**config.mk**
```make
export PLATFORM = sky130hd
export DESIGN_NAME = r2_w1_mem_arbiter
export DESIGN_NICKNAME = d
export VERILOG_FILES = /design/src/rtl/r2_w1_mem_arbiter.sv
export SDC_FILE = /design/constraint.sdc
export NUM_CORES = 1
export LEC_CHECK = 0
export BUFFER_PORTS_ARGS = -buffer_cell sky130_fd_sc_hd__buf_2
export CAP_MARGIN = 25
export CORE_AREA = 4 4 159 161
export DETAILED_ROUTE_END_ITERATION = 6
export DIE_AREA = 0 0 163 165
export GPL_ROUTABILITY_DRIVEN = 1
export PLACE_DENSITY = 0.5
export SYNTH_ARGS = -nofsm -noshare
export SYNTH_HDL_FRONTEND = slang
export SYNTH_SLANG_ARGS = --single-unit
export TNS_END_PERCENT = 30
```
**constraint.sdc**
```tcl
create_clock -name clk_i -period 4.2 [get_ports clk_i]
set_clock_uncertainty 0.1 [all_clocks]
set_input_delay 0.21 -clock clk_i [delete_from_list [all_inputs] [get_ports clk_i]]
set_output_delay 0.21 -clock clk_i [all_outputs]
set_load 0.005 [all_outputs]
```
**src/rtl/r2_w1_mem_arbiter.sv**
```systemverilog
// Two-requester front end for a 2-read/1-write memory: dedicated read ports per requester,
// round-robin arbitration of the shared write port, one-cycle registered responses.
package simple_processor_pkg;
  parameter int ADDR_WIDTH = 32;
  parameter int DATA_WIDTH = 32;
endpackage

module r2_w1_mem_arbiter #(
  parameter int ADDR_WIDTH = simple_processor_pkg::ADDR_WIDTH,
  parameter int DATA_WIDTH = simple_processor_pkg::DATA_WIDTH,
  parameter int CNT_WIDTH  = 16
) (
  input  logic                  clk_i,
  input  logic                  rst_i,
  input  logic                  a_valid_i,
  input  logic                  a_we_i,
  input  logic [ADDR_WIDTH-1:0] a_addr_i,
  input  logic [DATA_WIDTH-1:0] a_wdata_i,
  output logic                  a_ready_o,
  output logic                  a_rvalid_o,
  output logic [DATA_WIDTH-1:0] a_rdata_o,
  output logic                  a_err_o,
  input  logic                  b_valid_i,
  input  logic                  b_we_i,
  input  logic [ADDR_WIDTH-1:0] b_addr_i,
  input  logic [DATA_WIDTH-1:0] b_wdata_i,
  output logic                  b_ready_o,
  output logic                  b_rvalid_o,
  output logic [DATA_WIDTH-1:0] b_rdata_o,
  output logic                  b_err_o,
  output logic                  mem_we_o,
  output logic [ADDR_WIDTH-1:0] mem_w_addr_o,
  output logic [DATA_WIDTH-1:0] mem_w_data_o,
  output logic [ADDR_WIDTH-1:0] mem_r0_addr_o,
  input  logic [DATA_WIDTH-1:0] mem_r0_data_i,
  output logic [ADDR_WIDTH-1:0] mem_r1_addr_o,
  input  logic [DATA_WIDTH-1:0] mem_r1_data_i,
  output logic [CNT_WIDTH-1:0]  conflict_cnt_o
);

  logic                  r_last_grant_b;  // 1 = B won the most recent write
  logic                  r_a_rvalid, r_b_rvalid, r_a_err, r_b_err;
  logic [DATA_WIDTH-1:0] r_a_rdata, r_b_rdata;
  logic [CNT_WIDTH-1:0]  r_conflict_cnt;

  logic w_a_mis, w_b_mis, w_a_wr, w_b_wr, w_a_rd, w_b_rd;
  logic w_contend, w_grant_a, w_grant_b, w_a_acc, w_b_acc;

  assign w_a_mis = a_valid_i & (a_addr_i[1:0] != 2'b00);
  assign w_b_mis = b_valid_i & (b_addr_i[1:0] != 2'b00);
  assign w_a_wr  = a_valid_i & a_we_i & ~w_a_mis;
  assign w_b_wr  = b_valid_i & b_we_i & ~w_b_mis;
  assign w_a_rd  = a_valid_i & ~a_we_i & ~w_a_mis;
  assign w_b_rd  = b_valid_i & ~b_we_i & ~w_b_mis;

  // Under contention the requester that did not win last time gets the port.
  assign w_contend = w_a_wr & w_b_wr;
  assign w_grant_a = w_a_wr & (~w_b_wr | r_last_grant_b);
  assign w_grant_b = w_b_wr & (~w_a_wr | ~r_last_grant_b);

  assign w_a_acc   = ~rst_i & a_valid_i & (~w_a_wr | w_grant_a);
  assign w_b_acc   = ~rst_i & b_valid_i & (~w_b_wr | w_grant_b);
  assign a_ready_o = w_a_acc;
  assign b_ready_o = w_b_acc;

  assign mem_we_o     = ~rst_i & (w_grant_a | w_grant_b);
  assign mem_w_addr_o = ~mem_we_o ? '0 : (w_grant_a ? a_addr_i  : b_addr_i);
  assign mem_w_data_o = ~mem_we_o ? '0 : (w_grant_a ? a_wdata_i : b_wdata_i);

  assign mem_r0_addr_o = a_addr_i;
  assign mem_r1_addr_o = b_addr_i;

  always_ff @(posedge clk_i) begin
    if (rst_i) begin
      r_last_grant_b <= 1'b1;
      r_a_rvalid     <= 1'b0;
      r_b_rvalid     <= 1'b0;
      r_a_err        <= 1'b0;
      r_b_err        <= 1'b0;
      r_a_rdata      <= '0;
      r_b_rdata      <= '0;
      r_conflict_cnt <= '0;
    end else begin
      r_a_rvalid <= w_a_acc;
      r_b_rvalid <= w_b_acc;
      r_a_err    <= w_a_acc & w_a_mis;
      r_b_err    <= w_b_acc & w_b_mis;
      // Read data is captured at the same edge that commits any write, so it is pre-write.
      r_a_rdata  <= (w_a_acc & w_a_rd) ? mem_r0_data_i : '0;
      r_b_rdata  <= (w_b_acc & w_b_rd) ? mem_r1_data_i : '0;
      if (w_grant_a)
        r_last_grant_b <= 1'b0;
      else if (w_grant_b)
        r_last_grant_b <= 1'b1;
      if (w_contend && (r_conflict_cnt != {CNT_WIDTH{1'b1}}))
        r_conflict_cnt <= r_conflict_cnt + 1'b1;
    end
  end

  assign a_rvalid_o     = r_a_rvalid;
  assign b_rvalid_o     = r_b_rvalid;
  assign a_rdata_o      = r_a_rdata;
  assign b_rdata_o      = r_b_rdata;
  assign a_err_o        = r_a_err;
  assign b_err_o        = r_b_err;
  assign conflict_cnt_o = r_conflict_cnt;

endmodule

```
## Word-level counts from Yosys, hierarchy flattened

Index checks and enable logic that the tools add are counted.

| operators by class | value |
|---|---|
| add/subtract/negate cells | 1 |
| equal/unequal tests | 1 |
| mux-type cells | 6 |
| bitwise gates (word level) | 37 |
| reductions and logical operators | 6 |

Operator list:

| cell | count |
|---|---|
| $mux W32 | 4 |
| $and A1 B1 Y1 | 22 |
| $add A16 B1 Y16 const B | 1 |
| $ne A16 B16 Y1 const B | 1 |
| $not A1 Y1 | 10 |
| $reduce_bool A2 Y1 | 3 |
| $or A1 B1 Y1 | 5 |
| $reduce_or A2 Y1 | 2 |
| $mux W1 | 2 |
| $logic_and A1 B1 Y1 | 1 |

| word-level totals | value |
|---|---|
| flip-flop bits (word level) | 85 |
| input bits | 198 |
| output and inout port bits | 215 |
| word-level logic and storage cells | 59 |

## Logic depth before layout (Yosys ltp)

Gate-level depths: netlist of run 1.

| logic depth | value |
|---|---|
| depth in word-level cells | 12 |
| gate-level depth with buffers | 7 |
| gate-level depth less buffers | 5 |

## Least setup slack after synthesis of run 1

OpenSTA, ideal clock, no wires.

| timing | value |
|---|---|
| kind | register to register |
| from | register r_conflict_cnt[0], in the netlist conflict_cnt_o[0] |
| to | register r_conflict_cnt[14], in the netlist conflict_cnt_o[14] |
| library setup time | 0.070 ns |
| data arrival time | 1.916 ns |
| data required time | 4.030 ns |
| path slack | 2.113 ns |
| stages on the path, launching flop included | 7 |
| path buffers | 1 |
| clock period less this slack | 2.087 ns |
| cell sequence | dfxtp_1 -> ha_1 -> nand4_1 -> or4_1 -> buf_2 -> or4_1 -> a21oi_1 |

| on the way | value |
|---|---|
| cells in the longest elaborated chain, start to end | 2 |
| elaborated cells on any way between the ends | 3 |
| those cells by class | add/sub: 1; eq/ne: 1; reduce/logical: 1 |

Ends and longest elaborated chain:

| element | RTL line | RTL |
|---|---|---|
| start, declared | 44 | `logic [CNT_WIDTH-1:0] r_conflict_cnt;` |
| start signal, assigned | 96 | `r_conflict_cnt <= r_conflict_cnt + 1'b1;` |
| parallel branches: the longest is 2 deep, another holds $add A16 B1 Y16 | n/a |  |

Parallel ways; which one is timed is not known.
A chain may end at the register's enable or synchronous reset.

## Worst setup path in the final report of run 1

| timing | value |
|---|---|
| from | input port b_addr_i[1] |
| to | output port mem_w_data_o[25] |

| on the way | value |
|---|---|
| cells in the longest elaborated chain, start to end | 10 |
| elaborated cells on any way between the ends | 12 |
| those cells by class | mux: 2; bitwise: 9; reduce/logical: 1 |

Ends and longest elaborated chain:

| element | RTL line | RTL |
|---|---|---|
| start, declared | 25 | `input logic [ADDR_WIDTH-1:0] b_addr_i,` |
| $reduce_bool A2 Y1 * | 50 | `assign w_b_mis = b_valid_i & (b_addr_i[1:0] != 2'b00);` |
| $and A1 B1 Y1 * | 50 |  |
| $not A1 Y1 * | 52 | `assign w_b_wr = b_valid_i & b_we_i & ~w_b_mis;` |
| $and A1 B1 Y1 * | 52 |  |
| $not A1 Y1 | 58 | `assign w_grant_a = w_a_wr & (~w_b_wr \| r_last_grant_b);` |
| $or A1 B1 Y1 | 58 |  |
| $and A1 B1 Y1 | 58 |  |
| $or A1 B1 Y1 | 66 | `assign mem_we_o = ~rst_i & (w_grant_a \| w_grant_b);` |
| $and A1 B1 Y1 | 66 |  |
| $mux W32 * | 68 | `assign mem_w_data_o = ~mem_we_o ? '0 : (w_grant_a ? a_wdata_i : b_wdata_i);` |
| end, declared | 33 | `output logic [DATA_WIDTH-1:0] mem_w_data_o,` |

Every way passes the cells marked *; elsewhere a longest branch is shown, timed or not.

==> results of run 1 <==
[metal layers]
metal,GRT usage [%],wire [um]
met5,0,13
met4,2.48,121
met3,4.32,2060
met2,24.4,10100
met1,16.5,8130
[logic make-up (layout without fill, tap and decap cells)]
logic type      after synthesis  count (layout)  synth area share, %
fa+ha+maj                     1               1                0.304
mux                           2               2                0.548
buf+inv                     102             502                 15.4
compound gates               98              98                 13.0
simple gates                242             242                 29.2
flops                        85              85                 41.4
other cells                   1               2               0.0912
[timing repair]
item,CTS,global route
hold buffers,62,1
hold endpoints to repair,62,1
resized for setup,0,0
[cell usage in the layout (no fill, tap or decap), types with 3 or more instances in the layout]
| cell type | instances |
|---|---|
| a21oi_1 | 77 |
| and2_1 | 64 |
| buf_2 | 410 |
| buf_4 | 5 |
| clkbuf_16 | 9 |
| dfxtp_1 | 85 |
| dlygate4sd3_1 | 63 |
| inv_1 | 6 |
| inv_6 | 3 |
| nand2_1 | 131 |
| nand3_1 | 6 |
| nand4_1 | 5 |
| nor2_1 | 9 |
| nor4_2 | 3 |
| o31ai_1 | 9 |
| or4_1 | 10 |
[through the flow]
step           area, um^2  util, %  std cells
2_1_floorplan        4110        -        532
3_3_place_gp         6070     25.3       1176
3_5_place_dp         6070     25.3       1176
4_1_cts              6990     29.2       1254
5_1_grt              7020     29.3       1256
6_report             7020     29.3       1256
[layout make-up]
| type | count | area [um^2] |
|---|---|---|
| Inverter | 6 | 22.5 |
| Clock buffer | 9 | 225 |
| Multi-Input combinational cell | 345 | 1830 |
| Clock inverter | 7 | 73.8 |
| Tap cell | 324 | 405 |
| Fill cell | 2574 | 16900 |
| Sequential cell | 85 | 1700 |
| Timing Repair Buffer | 480 | 2760 |
[power by group through the flow]
stage          registers [mW]  clock network, mW  logic, mW
6_report                0.817              0.795      0.287
5_1_grt                 0.817              0.855      0.316
4_1_cts                 0.817              0.828      0.287
3_5_place_dp            0.836                  0      0.241
3_3_place_gp            0.835                  0      0.242
2_1_floorplan           0.836                  0      0.104
[sequential cells by signal (all words and copies together), names as in the netlist]
register	cells
b_err_o	1
b_rdata_o	32
a_err_o	1
r_last_grant_b	1
a_rvalid_o	1
a_rdata_o	32
b_rvalid_o	1
conflict_cnt_o	16
[worst reg2reg max path: cells and delay by family, from the launching register on]
kind                       cells  cell delay [ns]
and+or+nand+nor                3             0.97
DFF                            1             0.43
buffers and inverters          1             0.31
muxes                          1             0.31
adders and majority gates      1             0.23
[worst paths after layout]
path	endpoint	slack (ns)	depth (start not counted)
hold / removal	a_rdata_o[23]$_SDFF_PP0_	0.03	2
setup reg to reg	conflict_cnt_o[6]$_SDFFE_PP0P_	1.75	6
setup / recovery	mem_w_data_o[25]	1.51	7
hold reg to reg	conflict_cnt_o[14]$_SDFFE_PP0P_	0.42	2
==> results.tsv, run 1 <==
stage	metric	value	unit
clock_tree	cts_root_buf	clkbuf_16	
worst_hold_path	hold_class	in -> reg	
route	wire_per_inst	16.3	um
yosys	netlist_area	4110	um^2
floorplan	die_area	26900	um^2
critical_path	crit_fanout	32	
clock_tree	postCtsSetupBuffers	0	
clock_tree	clkSinkCount	85	
floorplan	dieHeight	165	um
critical_path	critPathLaunch	b_addr_i[1]	
sta	period_minus_slack	2.69	ns
run	cap_violations	0	
final_layout	layout-drive-gt1-share	47.3	%
placed_design	pre_cts_ws	1.48	ns
sta	timing.fmax	372	MHz
yosys	synth_edf_count	0	
clock_tree	clkLatencyLatePin	0.33	ns
global_routing	antenna_found_initial	1	
power_and_ir_drop	power_frac_clock	41.9	%
route	drtAntennaViolNets	0	
sta	setup_viol	0	
critical_path	crit_path_end_kind	primary output	
global_routing	grt_max_degree	63	
yosys	synth-seq-area-share	41.4	%
critical_path	critPathArrivalTime	2.38	ns
critical_path	reg2reg_from	conflict_cnt_o[0]$_SDFFE_PP0P_	
global_routing	grt_overflow_total	0	
clock_tree	cts_tree	done	
critical_path	criticalPathCategory	in -> out	
power_and_ir_drop	switching_share	26.6	%
clock_tree	clk_path_buf_depth	2	
critical_path	start_kind	input port	
power_and_ir_drop	p_per_area	270	nW/um^2
yosys	postSynthAreaPerCell	7.74	um^2
yosys	yosysWarnings	0	
route	drc	0	
yosys	dominantRegCellSynth	dfxtp_1	
critical_path	critPathSlowestCell	o21ai_4	
clock_tree	clk_pin_slew_worst_paths	0.07	ns
yosys	yosys-top-cells-count	nand2_1 (131), dfxtp_1 (85), a21oi_1 (78)	
route	drtIter0Drc	230	
clock_tree	h-tree-depth	3	
final_layout	n_antenna_cell	0	
power_and_ir_drop	p_sw	0.504	mW
yosys	yosys-top-cells-area	dfxtp_1 (41%), buf_4 (12%), nand2_1 (12%), and2_1 (9.7%), a21oi_1 (9.5%)	
floorplan	rows	57	
final_layout	area_growth_syn_to_layout	70.8	%
critical_path	cpPeakStageDelay	0.79	ns
critical_path	crit_required	3.89	ns
final_layout	nNetsFinal	1126	
route	vias_per_cell	3.99	
placed_design	hpwl	16.4	mm
floorplan	core	24000	um^2
worst_hold_path	hold_start	mem_r0_data_i[23]	
critical_path	cp_top_family	compound AO/OA/AOI/OAI gates	
status	status	finished, final reports clean	
power_and_ir_drop	combPwrFrac	15.1	%
yosys	async_reset_ff_share	0	%
critical_path	path_common_cell	buf_2	
yosys	synth_largest_area_cell	dfxtp_1	
sta	hold_viol_final	0	
sta	max_slew_margin	39.6	%
route	drt_pass1_iterations	4	
placed_design	io_buffers	410	
yosys	synth.distinct_cells	32	
power_and_ir_drop	ir_drop	222	uV
sta	rsz0062_at_grt	no	
sta	maxSlewViolCount	0	
yosys	ys_ff_latch	85	
global_routing	grt_usage	13.7	%
clock_tree	cts_inserted_buffers	9	
sta	worst_pin_slew	0.902	ns
route	num_vias	5013	
yosys	synth.top_cell.area_share	41.4	%
sta	fin_tns_setup	0	ns
global_routing	grt_pass1_vias	4706	
floorplan	die_w	163	um
route	wirelength	20.4	mm
sta	whs	0.0314	ns
floorplan	io_pins	413	
yosys	netlist_instances	531	
power_and_ir_drop	totalPowerFinal	1.90	mW
placed_design	place.gp.congestion	0.787	
power_and_ir_drop	p_int	1.39	mW
global_routing	grt_pass1_wl	28.2	mm
critical_path	path_buf_inv	3	
power_and_ir_drop	seq_power_share	43.0	%
power_and_ir_drop	p_leak	3.72	nW
sta	min_period_over_period	64.1	%
yosys	yosysMostFrequentCell	nand2_1	
sta	layout_setup_ws	1.51	ns
critical_path	crit_path_cell_trace	buf_2 > nand4bb_1 > o21ai_4 > buf_4 > nand2_1 > a21oi_1 > buf_2	
floorplan	initial_core_util	17.2	%
No activity file was read; power rests on OpenSTA's default activity.
==> run 2: changes to the inputs <==
- PLACE_DENSITY: 0.5 -> 0.51
- clock period: 4.2 -> 2.4 ns (I/O delays scaled with it)
==> run 2 against run 1 <==
  * Critical path depth fell by 1
  * Largest power group unchanged
  * Register-to-register slack got worse by 1.5 ns
  * Worst hold slack got worse by 0.0066 ns
  * Critical path type is now reg -> out
  * Critical endpoint is now mem_w_data_o[12]
  * Power rose by 74%
  * Clock-buffer cell count did not move
==> results.tsv, run 2 (synthesis gave the netlist of run 1 again) <==
stage	metric	value	unit	change
status	status	finished, final reports clean		unchanged
worst_hold_path	hold_end	b_err_o$_SDFF_PP0_		was a_rdata_o[23]$_SDFF_PP0_
clock_tree	h-tree-depth	3		unchanged
critical_path	ff2ff_path_depth	5		was 6
clock_tree	cts_tree	done		unchanged
sta	timing.fmax	456	MHz	
sta	layout_setup_ws	0.209	ns	was 1.51 ns
critical_path	cpPeakStageDelay	0.47	ns	was 0.79 ns
critical_path	cp_top_family	buffers and inverters		was compound AO/OA/AOI/OAI gates
global_routing	antenna_found_initial	1		unchanged
critical_path	crit_required	2.18	ns	was 3.89 ns
floorplan	core	24000	um^2	unchanged
placed_design	io_buffers	410		unchanged
critical_path	critPathArrivalTime	1.97	ns	was 2.38 ns
global_routing	gr-usage-met2	24.8	%	was 24.4%
route	drt_pass1_iterations	4		unchanged
sta	fin_tns_setup	0	ns	unchanged
route	drc	0		unchanged
power_and_ir_drop	p_int	2.44	mW	was 1.39 mW
route	num_vias	5091		was 5,013
global_routing	grt_pass1_wl	29.0	mm	was 28.2 mm
critical_path	crit_fanout	39		was 32
clock_tree	clk_pin_slew_worst_paths	0.07	ns	about the same
worst_hold_path	hold_class	in -> reg		unchanged
run	cap_violations	0		unchanged
route	wirelength	20.9	mm	was 20.4 mm
clock_tree	clkSinkCount	85		unchanged
placed_design	placedCellCount	1184		was 1,176
final_layout	layout-drive-gt1-share	47.6	%	was 47.3%
critical_path	crit_path_end_kind	primary output		unchanged
worst_hold_path	min_path_cells	3		was 2
sta	min_period_over_period	91.3	%	
power_and_ir_drop	p_per_area	463	nW/um^2	was 270 nW/um^2
route	drtIter0Drc	275		was 230
final_layout	nNetsFinal	1137		was 1,126
power_and_ir_drop	switching_share	26.2	%	was 26.6%
power_and_ir_drop	ir_drop	409	uV	was 222 uV
route	vias_per_cell	4.01		was 3.99
power_and_ir_drop	p_sw	0.864	mW	was 0.504 mW
sta	rsz0062_at_grt	no		unchanged
power_and_ir_drop	combPwrFrac	15.5	%	was 15.1%
sta	hold_viol_final	0		unchanged
placed_design	hpwl	16.7	mm	was 16.4 mm
final_layout	fillers	2596		was 2,574
floorplan	io_pins	413		unchanged
placed_design	place.gp.congestion	0.831		was 0.787
global_routing	grt_pass1_vias	4855		was 4,706
clock_tree	postCtsSetupBuffers	0		unchanged
sta	setup_viol	0		unchanged
sta	period_minus_slack	2.19	ns	
final_layout	post-route-cell-area	7130	um^2	was 7020 um^2
critical_path	crit_path_cell_trace	inv_1 > a21oi_4 > buf_12 > nand2_1 > a21oi_1 > buf_2		was buf_2 > nand4bb_1 > o21ai_4 > buf_4 > nand2_1 > a21oi_1 > buf_2
critical_path	r2r_end	conflict_cnt_o[14]$_SDFFE_PP0P_		was conflict_cnt_o[6]$_SDFFE_PP0P_
global_routing	grt_overflow_total	0		unchanged
critical_path	criticalPathCategory	reg -> out		was in -> out
final_layout	regArea	1700	um^2	unchanged
global_routing	grt_max_degree	64		was 63
critical_path	path_buf_inv	3		unchanged
placed_design	pre_cts_ws	0.288	ns	was 1.48 ns
final_layout	area_growth_syn_to_layout	73.5	%	was 70.8%
floorplan	rows	57		unchanged
floorplan	die_area	26900	um^2	unchanged
critical_path	reg2reg_from	conflict_cnt_o[0]$_SDFFE_PP0P_		unchanged
critical_path	critPathSlowestCell	dfxtp_1		was o21ai_4
sta	maxSlewViolCount	0		unchanged
worst_hold_path	hold_start	b_addr_i[0]		was mem_r0_data_i[23]
global_routing	grt_usage	14.1	%	was 13.7%
floorplan	die_w	163	um	unchanged
global_routing	gr-usage-met1	16.7	%	was 16.5%
clock_tree	cts_inserted_buffers	9		unchanged
power_and_ir_drop	power_frac_clock	41.2	%	was 41.9%
power_and_ir_drop	totalPowerFinal	3.30	mW	was 1.90 mW
critical_path	crit_cells	6		was 7
placed_design	place_area	6170	um^2	was 6070 um^2
clock_tree	cts_root_buf	clkbuf_16		unchanged
critical_path	regToRegSetupSlack	0.27	ns	was 1.75 ns
final_layout	mostFrequentLayoutCell	buf_2		unchanged
final_layout	multiInputGateArea	1840	um^2	was 1830 um^2
global_routing	use_met3	4.47	%	was 4.32%
critical_path	start_kind	flip-flop		was input port
final_layout	mostFrequentLayoutCells	buf_2 (410), nand2_1 (131), dfxtp_1 (85)		unchanged
route	wire_per_inst	16.5	um	was 16.3 um
power_and_ir_drop	p_leak	3.78	nW	was 3.72 nW
clock_tree	clkLatencyLatePin	0.33	ns	about the same
floorplan	dieHeight	165	um	unchanged
global_routing	grt.busiest_layer	met2		unchanged
clock_tree	clk_path_buf_depth	2		unchanged
final_layout	instances_no_fill	1268		was 1,256
route	drtAntennaViolNets	0		unchanged
power_and_ir_drop	seq_power_share	43.3	%	was 43.0%
floorplan	initial_core_util	17.2	%	unchanged
==> run 2: power groups by stage <==
stage,clock [mW],combinational [mW],sequential (mW)
final,1.36,0.511,1.43
after global routing,1.46,0.564,1.43
after CTS,1.41,0.515,1.43
after detailed placement,0,0.429,1.46
after global placement,0,0.429,1.46
after floorplan,0,0.182,1.46
==> run 2: worst register-to-register path, stage by stage (launching register included) <==
cell,delay (ns)
dfxtp_1,0.43
ha_1,0.22
nand4_1,0.17
or4_1,0.52
or4_1,0.48
a21oi_1,0.14
==> run 2: worst max path at each step <==
stage / endpoint / from / slack, ns
2_1_floorplan: conflict_cnt_o[14]$_SDFFE_PP0P_ / conflict_cnt_o[0]$_SDFFE_PP0P_ / 0.31
3_3_place_gp: conflict_cnt_o[14]$_SDFFE_PP0P_ / conflict_cnt_o[0]$_SDFFE_PP0P_ / 0.28
3_5_place_dp: conflict_cnt_o[14]$_SDFFE_PP0P_ / conflict_cnt_o[0]$_SDFFE_PP0P_ / 0.29
4_1_cts: mem_w_data_o[19] / r_last_grant_b$_SDFFE_PP1P_ / 0.06
5_1_grt: mem_w_data_o[19] / r_last_grant_b$_SDFFE_PP1P_ / 0.06
6_report: mem_w_data_o[12] / r_last_grant_b$_SDFFE_PP1P_ / 0.21
==> run 2: stage by stage <==
stage	util, %	hold WS [ns]
2_1_floorplan	-	0.142
3_3_place_gp	25.7	0.219
3_5_place_dp	25.7	0.223
4_1_cts	29.7	0.0106
5_1_grt	29.8	0.0417
6_report	29.8	0.0248
==> run 2: final cells by class <==
class                           instances  area share [%]
Clock inverter                          7           0.877
Inverter                                6           0.316
Multi-Input combinational cell        345            25.7
Tap cell                              324            5.68
Sequential cell                        85            23.9
Clock buffer                            9            3.16
Timing Repair Buffer                  491            40.3
Antenna cell                            1          0.0351
==> run 2: repair_timing <==
item                       4_1_cts  5_1_grt
setup endpoints to repair        0        1
hold endpoints to repair        66        0
gates resized for setup          0        1
hold buffers                    67        0
==> run 2: metal layers <==
| metal | up-vias | wire (um) |
|---|---|---|
| li1 | 2504 | - |
| met1 | 2258 | 8150 |
| met2 | 312 | 10300 |
| met3 | 17 | 2150 |
| met4 | 0 | 312 |
| met5 | - | 0 |
